[src/rtl/rnn_mem_arbiter.sv]
// rnn_mem_arbiter: shares the single parameter/result SRAM port between the RNN core and a
// host loader. The host owns the port while the core is idle. The core owns it from its start
// handshake until one cycle after busy falls.
// Optional feature: define ARB_STATS_EN to add saturating run/beat/busy-cycle counters.
module rnn_mem_arbiter #(
  parameter int unsigned AW          = 17,
  parameter int unsigned DW          = 20,
  parameter logic [2:0]  CORE_WR_SEL = 3'b101,
  parameter bit          HOST_FIRST  = 1'b0,
  parameter int unsigned ARM_TIMEOUT = 8
) (
  input  logic          clk,
  input  logic          reset,
  input  logic          ready_i,
  output logic          core_ready_o,
  input  logic          c_busy,
  input  logic          c_mce,
  input  logic [AW-1:0] c_maddr,
  input  logic [2:0]    c_msel,
  input  logic [DW-1:0] c_mdata_w,
  input  logic          h_valid,
  output logic          h_ready,
  input  logic          h_we,
  input  logic [AW-1:0] h_addr,
  input  logic [2:0]    h_sel,
  input  logic [DW-1:0] h_wdata,
  input  logic          h_lock,
  output logic          h_rvalid,
  output logic [DW-1:0] h_rdata,
  output logic          m_ce,
  output logic          m_we,
  output logic [AW-1:0] m_addr,
  output logic [2:0]    m_sel,
  output logic [DW-1:0] m_wdata,
  input  logic [DW-1:0] m_rdata,
  output logic          core_done,
  output logic          err_timeout
`ifdef ARB_STATS_EN
  ,
  output logic [15:0]   stat_runs,
  output logic [15:0]   stat_hbeats,
  output logic [31:0]   stat_busy
`endif
);

  localparam int unsigned CntW = (ARM_TIMEOUT > 1) ? $clog2(ARM_TIMEOUT + 1) : 1;

  typedef enum logic [2:0] {
    StIdle,
    StHost,
    StCoreArm,
    StCoreRun,
    StCoreEnd
  } state_e;

  state_e state_q;

  logic [CntW-1:0] arm_cnt_q;

  // Host beat pipeline: issue stage and read-return stage.
  logic          iss_q;
  logic          iss_we_q;
  logic [AW-1:0] iss_addr_q;
  logic [2:0]    iss_sel_q;
  logic [DW-1:0] iss_wdata_q;
  logic          rvalid_q;
  logic [DW-1:0] rdata_q;

  logic host_pend;
  logic start_req;
  logic start;
  logic take_start;
  logic accept;
  logic core_sel;
  logic h_ready_c;
  logic core_ready_c;

  // Handshake decode: who may use the port this cycle.
  always_comb begin
    host_pend    = iss_q | rvalid_q;
    start_req    = ready_i & ~h_lock;
    start        = start_req & ~host_pend;
    h_ready_c    = 1'b0;
    core_ready_c = 1'b0;
    take_start   = 1'b0;
    core_sel     = 1'b0;
    unique case (state_q)
      StIdle: begin
        if (start && !(h_valid && HOST_FIRST)) begin
          core_ready_c = 1'b1;
          take_start   = 1'b1;
        end else begin
          h_ready_c = 1'b1;
        end
      end
      StHost:    h_ready_c = HOST_FIRST ? 1'b1 : ~start_req;
      StCoreArm: begin
        core_ready_c = ready_i;
        core_sel     = 1'b1;
      end
      StCoreRun: core_sel = 1'b1;
      StCoreEnd: core_sel = 1'b1;
      default:   ;
    endcase
    // Hold both handshakes off while reset is asserted.
    h_ready      = h_ready_c & reset;
    core_ready_o = core_ready_c & reset;
    accept       = h_valid & h_ready;
  end

  // SRAM port mux: core passes straight through, host drives from its issue registers.
  always_comb begin
    if (core_sel) begin
      m_ce    = c_mce;
      m_we    = c_mce & (c_msel == CORE_WR_SEL);
      m_addr  = c_maddr;
      m_sel   = c_msel;
      m_wdata = c_mdata_w;
    end else begin
      m_ce    = iss_q;
      m_we    = iss_q & iss_we_q;
      m_addr  = iss_addr_q;
      m_sel   = iss_sel_q;
      m_wdata = iss_wdata_q;
    end
    h_rvalid = rvalid_q;
    // Read data is live from the SRAM on the return cycle, then held.
    h_rdata  = rvalid_q ? m_rdata : rdata_q;
  end

  assign core_done = (state_q == StCoreEnd);

  // Host beat pipeline registers.
  always_ff @(posedge clk or negedge reset) begin
    if (!reset) begin
      iss_q       <= 1'b0;
      iss_we_q    <= 1'b0;
      iss_addr_q  <= '0;
      iss_sel_q   <= '0;
      iss_wdata_q <= '0;
      rvalid_q    <= 1'b0;
      rdata_q     <= '0;
    end else begin
      iss_q    <= accept;
      rvalid_q <= iss_q & ~iss_we_q;
      if (accept) begin
        iss_we_q    <= h_we;
        iss_addr_q  <= h_addr;
        iss_sel_q   <= h_sel;
        iss_wdata_q <= h_wdata;
      end
      if (rvalid_q) begin
        rdata_q <= m_rdata;
      end
    end
  end

  // Ownership FSM with arm timeout and sticky error flag.
  always_ff @(posedge clk or negedge reset) begin
    if (!reset) begin
      state_q     <= StIdle;
      arm_cnt_q   <= '0;
      err_timeout <= 1'b0;
    end else begin
      unique case (state_q)
        StIdle: begin
          if (take_start) begin
            state_q     <= StCoreArm;
            arm_cnt_q   <= '0;
            err_timeout <= 1'b0;
          end else if (accept) begin
            state_q <= StHost;
          end
        end
        StHost: begin
          if (!accept && !host_pend) begin
            state_q <= StIdle;
          end
        end
        StCoreArm: begin
          if (c_busy) begin
            state_q     <= StCoreRun;
            err_timeout <= 1'b0;
          end else if (arm_cnt_q == CntW'(ARM_TIMEOUT - 1)) begin
            state_q     <= StIdle;
            err_timeout <= 1'b1;
          end else begin
            arm_cnt_q <= arm_cnt_q + CntW'(1);
          end
        end
        StCoreRun: begin
          if (!c_busy) begin
            state_q <= StCoreEnd;
          end
        end
        StCoreEnd: state_q <= StIdle;
        default:   state_q <= StIdle;
      endcase
    end
  end

`ifdef ARB_STATS_EN
  // Saturating activity counters.
  always_ff @(posedge clk or negedge reset) begin
    if (!reset) begin
      stat_runs   <= '0;
      stat_hbeats <= '0;
      stat_busy   <= '0;
    end else begin
      if (state_q == StCoreEnd && stat_runs != '1) begin
        stat_runs <= stat_runs + 16'd1;
      end
      if (accept && stat_hbeats != '1) begin
        stat_hbeats <= stat_hbeats + 16'd1;
      end
      if (state_q == StCoreRun && stat_busy != '1) begin
        stat_busy <= stat_busy + 32'd1;
      end
    end
  end
`endif

endmodule

[config.mk]
export PLATFORM = sky130hd
export DESIGN_NAME = rnn_mem_arbiter
export DESIGN_NICKNAME = d
export VERILOG_FILES = /design/src/rtl/rnn_mem_arbiter.sv
export SDC_FILE = /design/constraint.sdc
export NUM_CORES = 1
export LEC_CHECK = 0
export ABC_AREA = 1
export BUFFER_PORTS_ARGS = -buffer_cell sky130_fd_sc_hd__buf_2
export CORE_MARGIN = 8
export CORE_UTILIZATION = 49
export CTS_CLUSTER_DIAMETER = 50
export DETAILED_ROUTE_END_ITERATION = 12
export PLACE_DENSITY = 0.84
export SLEW_MARGIN = 20
export SYNTH_ARGS = -nofsm -noshare
export SYNTH_HDL_FRONTEND = slang
export SYNTH_SLANG_ARGS = --single-unit
[constraint.sdc]
create_clock -name clk -period 3.85 [get_ports clk]
set_input_delay 0.77 -clock clk [delete_from_list [all_inputs] [get_ports clk]]
set_output_delay 0.77 -clock clk [all_outputs]
set_load 0.01 [all_outputs]
== Yosys cells after proc, flatten, opt, wreduce, memory -nomap -nowiden ==
Index checks and enable logic that the tools add are counted.
Word-level totals
  bits in latches: 0
  RAM bits: 0
  ROM bits: 0
  flip-flop bits (word level): 71
  memories: 0
  output and inout port bits: 67
Operators by class
  add/sub/neg operators: 1
  div/mod/pow operators: 0
  eq/ne operators: 13
  bitwise gates (word level): 13
  magnitude comparators: 0
  muxes and demuxes: 27
  reductions and logical operators: 9
  shift-type cells: 0
  multipliers: 0
Operator list (count)
  $mux 20: 2
  $mux 3: 7
  $mux 17: 1
  $mux 4: 3
  $pmux 3 s4: 1
  $ne 2x2->1 const B: 5
  $mux 1: 9
  $and 1x1->1: 8
  $pmux 4 s2: 1
  $reduce_and 4->1: 2
  $eq 3x2->1 const B: 2
  $eq 3x3->1 const B: 2
  $ne 3x3->1 const B: 2
  $pmux 1 s2: 3
  $add 4x1->4 const B: 1
  $eq 4x3->1 const B: 1
  $not 1->1: 4
  $eq 3x1->1 const B: 1
  $logic_not 3->1: 1
  $reduce_and 3->1: 1
  $reduce_or 3->1: 1
  $logic_not 1->1: 2
  $reduce_bool 2->1: 1
  $logic_and 1x1->1: 1
  $or 1x1->1: 1

== Logic depth before layout (Yosys ltp) ==
  depth after elaboration: 11
  mapped depth: 11
  gate-level depth less buffers: 11

== Worst setup path before layout ==
Ideal clock, no wire load.
  path type: input to output
  start: input port ready_i
  end: output port core_ready_o
  data arrival time: 1.538 ns
  stages on the path: 6
  setup slack: 1.542 ns
  cell sequence: inv_1 -> nor2_1 -> nand3_1 -> inv_1 -> nor2_1 -> nor4_1
Between the ends
  word-level cells in the longest chain between the ends: 5
Ends and longest elaborated chain
  start: declaration: RTL line 14  | input logic ready_i,
  $and 1x1->1: RTL line 81  | start_req = ready_i & ~h_lock;
  $and 1x1->1: RTL line 82  | start = start_req & ~host_pend;
  $mux 1: RTL line 89  | if (start && !(h_valid && HOST_FIRST)) begin
  $pmux 1 s2 *: RTL line 87  | unique case (state_q)
  $and 1x1->1 *: RTL line 107  | core_ready_o = core_ready_c & reset;
  end: declaration: RTL line 15  | output logic core_ready_o,
Every way passes the cells marked *; elsewhere a longest branch is shown, timed or not.

== Final worst setup path ==
  start: register state_q[1]
  end: output port m_we
Between the ends
  word-level cells in the longest chain between the ends: 4
Ends and longest elaborated chain
  start: declaration: RTL line 56  | state_e state_q;
  start signal: assignment: RTL line 161  | state_q <= StIdle;
  start signal: assignment: RTL line 168  | state_q <= StCoreArm;
  start signal: assignment: RTL line 172  | state_q <= StHost;
  $eq 3x3->1 or $eq 3x2->1 (tied branches): RTL line 87
  $reduce_or 3->1 (no line) *
  $mux 1 *: RTL line 87
  $mux 1 *: RTL line 113  | if (core_sel) begin
  end: declaration: RTL line 31  | output logic m_we,
Marked as above.

==> results.sh <==
export IMPL_status="completed"
export IMPL_fin_util=0.6669
export IMPL_overflow=0
export IMPL_core_area_mm2=0.006756
export IMPL_grt_pass1_wl_um=16240
export IMPL_die_w_um=99.17
export IMPL_clock_sinks=71
export IMPL_io_pin_count=175
export IMPL_post_drt_wl_per_cell_um=14.38
export IMPL_met3_usage=0.05447
export IMPL_cp_slowest_stage_delay_ps=460
export IMPL_path_cells="nor2_1 -> nand2_1 -> nand2_1 -> buf_4 -> inv_2 -> nand3_1 -> o21ai_0 -> buf_2"
export IMPL_grt_pass1_vias=3516
export IMPL_grt_use_total=0.2024
export IMPL_antenna_found_initial=0
export IMPL_grt_max_degree=72
export IMPL_nets=710
export IMPL_end_kind="output pin"
export IMPL_max_freq_ghz=0.3248
export IMPL_cap_viol_max_count=0
export IMPL_io_buffers=174
export IMPL_power_density_mw_per_mm2=825.7
export IMPL_crit_slowest_cell="dfrtp_1"
export IMPL_drtIter0Drc=130
export IMPL_required_ps=3080
export IMPL_hold_viol=0
export IMPL_hold_class="flop to flop"
export IMPL_cpMostUsedCell="nand2_1"
export IMPL_drc=0
export IMPL_clk_latency_ps=330
export IMPL_root_buffer="clkbuf_8"
export IMPL_synth_cells=431
export IMPL_postCtsSetupBuffers=0
export IMPL_n_antenna_cell=0
export IMPL_max_slew_margin=0.4142
export IMPL_placed_cell_area_mm2=0.004275
export IMPL_num_vias=3285
export IMPL_cts_tree="done"
export IMPL_ir_drop_mv=0.4065
export IMPL_period_needed_ps=3079
export IMPL_cts_hold_fix_buffers=0
export IMPL_syn_area_mm2=0.003390
export IMPL_slew_viol_final=0
export IMPL_fin_worst_skew_ps=9.313
export IMPL_synth_top_cell_by_area="dfrtp_1"
export IMPL_p_leak_nw=2.719
export IMPL_ctsResizeCount=0
export IMPL_viasPerCell=4.796
export IMPL_rows=30
export IMPL_die_h_um=99.17
export IMPL_yosys_warnings=0
export IMPL_wirelength_um=9849
export IMPL_avgSynthCellArea_um2=7.864
export IMPL_fin_crit_sh=0.7997
export IMPL_cts_max_level=3
export IMPL_synth_nets=540
export IMPL_start_kind="flop"
export IMPL_grt_use_met2=0.3586
export IMPL_crit_type="flop to output pin"
export IMPL_drtPass1Iterations=4
export IMPL_tns_ps=0
export IMPL_ys_ff_latch=71
export IMPL_setup_viol=0
export IMPL_dp_final_hpwl_um=7410
export IMPL_rsz0062_at_grt="false"
export IMPL_drive_gt1_frac=0.3620
export IMPL_postRouteAntennaNets=0
export IMPL_busiest_layer="met2"
export IMPL_gp_congestion=0.9039
export IMPL_numCtsBuffers=9
export IMPL_syn2layout_area_growth_pct=32.93
export IMPL_critPathArrivalTime_ps=2310
export IMPL_yosys_top_cells_area="dfrtp_1 (52%), nand2_1 (29%), mux2_2 (6.6%)"
export IMPL_layout_common_cells="nand2_1 (265), buf_2 (173), dfrtp_1 (71)"
export IMPL_ys_types=23
export IMPL_synth_top_area_share=0.5242
export IMPL_layout_commonest_cell="nand2_1"
export IMPL_die_area_mm2=0.009835
export IMPL_critPathMaxFanout=42
export IMPL_start_util=0.5017
export IMPL_cts_buffer_depth=2
export IMPL_ys_seq_area_frac=0.5242
export IMPL_worst_pin_slew_ps=878.7
export IMPL_clk_pin_slew_ps=70
export IMPL_use_met1=0.2232
export IMPL_design_area_mm2=0.004506
==> sequential cells by signal, indices dropped and copies added (netlist names) <==
name and count:
arm_cnt_q 4, state_q 3, iss_addr_q 17, h_rvalid 1
iss_q 1, err_timeout 1, iss_we_q 1, rdata_q 20
iss_wdata_q 20, iss_sel_q 3
==> report_power, final <==
group / switching [W] / leakage [nW] / internal [W]
combinational: 0.00106 / 1.72 / 0.000706
sequential: 0.000197 / 0.883 / 0.00109
clock: 0.000262 / 0.118 / 0.000414
total: 0.00151 / 2.72 / 0.00221
==> cell families after synthesis <==
group | Yosys count | share of synthesized area
and+or+nand+nor | 291 | 0.3330
DFF | 71 | 0.5242
buffers and inverters | 36 | 0.05316
muxes | 20 | 0.06645
AOI/OAI and AO/OA | 12 | 0.01956
adders and majority gates | 1 | 0.003691
==> stage by stage <==
| step | power, W | setup WS (ps) | cells | hold slack, ps |
|---|---|---|---|---|
| 2_1_floorplan | 0.002381 | 1542 | 431 | 422.7 |
| 3_3_place_gp | 0.002994 | 1315 | 670 | 463.4 |
| 3_5_place_dp | 0.003072 | 1163 | 670 | 449.8 |
| 4_1_cts | 0.003762 | 778.8 | 685 | 472.2 |
| 5_1_grt | 0.004034 | 511.2 | 685 | 484.9 |
| 6_report | 0.003720 | 771.1 | 685 | 475.3 |
==> cell type report <==
cell class / count / area, um2
Sequential cell: 71 / 1777
Inverter: 18 / 70.07
Fill cell: 600 / 2251
Multi-Input combinational cell: 324 / 1433
Timing Repair Buffer: 177 / 895.9
Clock inverter: 3 / 65.06
Tap cell: 80 / 100.1
Clock buffer: 12 / 165.2
==> synthesized netlist by cell type (all sizes together) <==
master  number
nor4         1
clkbuf       6
buf         12
nand2      265
nor3         2
nand3b       1
o31ai        1
ha           1
o21ai        6
inv         18
mux2        20
dfrtp       71
nor2        12
nand3       10
a21oi        5
==> critical path, delay by kind of cell, from the launching register on <==
family / cells / cell delay [ps]
AO/OA/AOI/OAI: 1 / 100
flip-flops: 1 / 460
buffers and inverters: 3 / 910
AND/OR/NAND/NOR: 4 / 500
==> worst paths after layout <==
path | cells after the start | startpoint | to | slack, ps
worst max register to register | 9 | h_rvalid$_DFF_PN0_ | iss_addr_q[10]$_DFFE_PN0P_ | 1420
min in group asynchronous | 2 | reset | arm_cnt_q[0]$_DFFE_PN0P_ | 670
worst min-delay path | 1 | iss_we_q$_DFFE_PN0P_ | h_rvalid$_DFF_PN0_ | 480
worst min register to register | 1 | iss_we_q$_DFFE_PN0P_ | h_rvalid$_DFF_PN0_ | 480
worst max-delay path | 8 | state_q[1]$_DFFE_PN0P_ | m_we | 770
max in group asynchronous | 2 | reset | iss_wdata_q[19]$_DFFE_PN0P_ | 2590
==> per-layer routing <==
metal / part of all wire / routed length, um
met3: 0.062 / 613
met4: 0.015 / 152
met1: 0.40 / 3942
met5: 0 / 0
met2: 0.52 / 5141
Power figures use the tool's default switching activity.
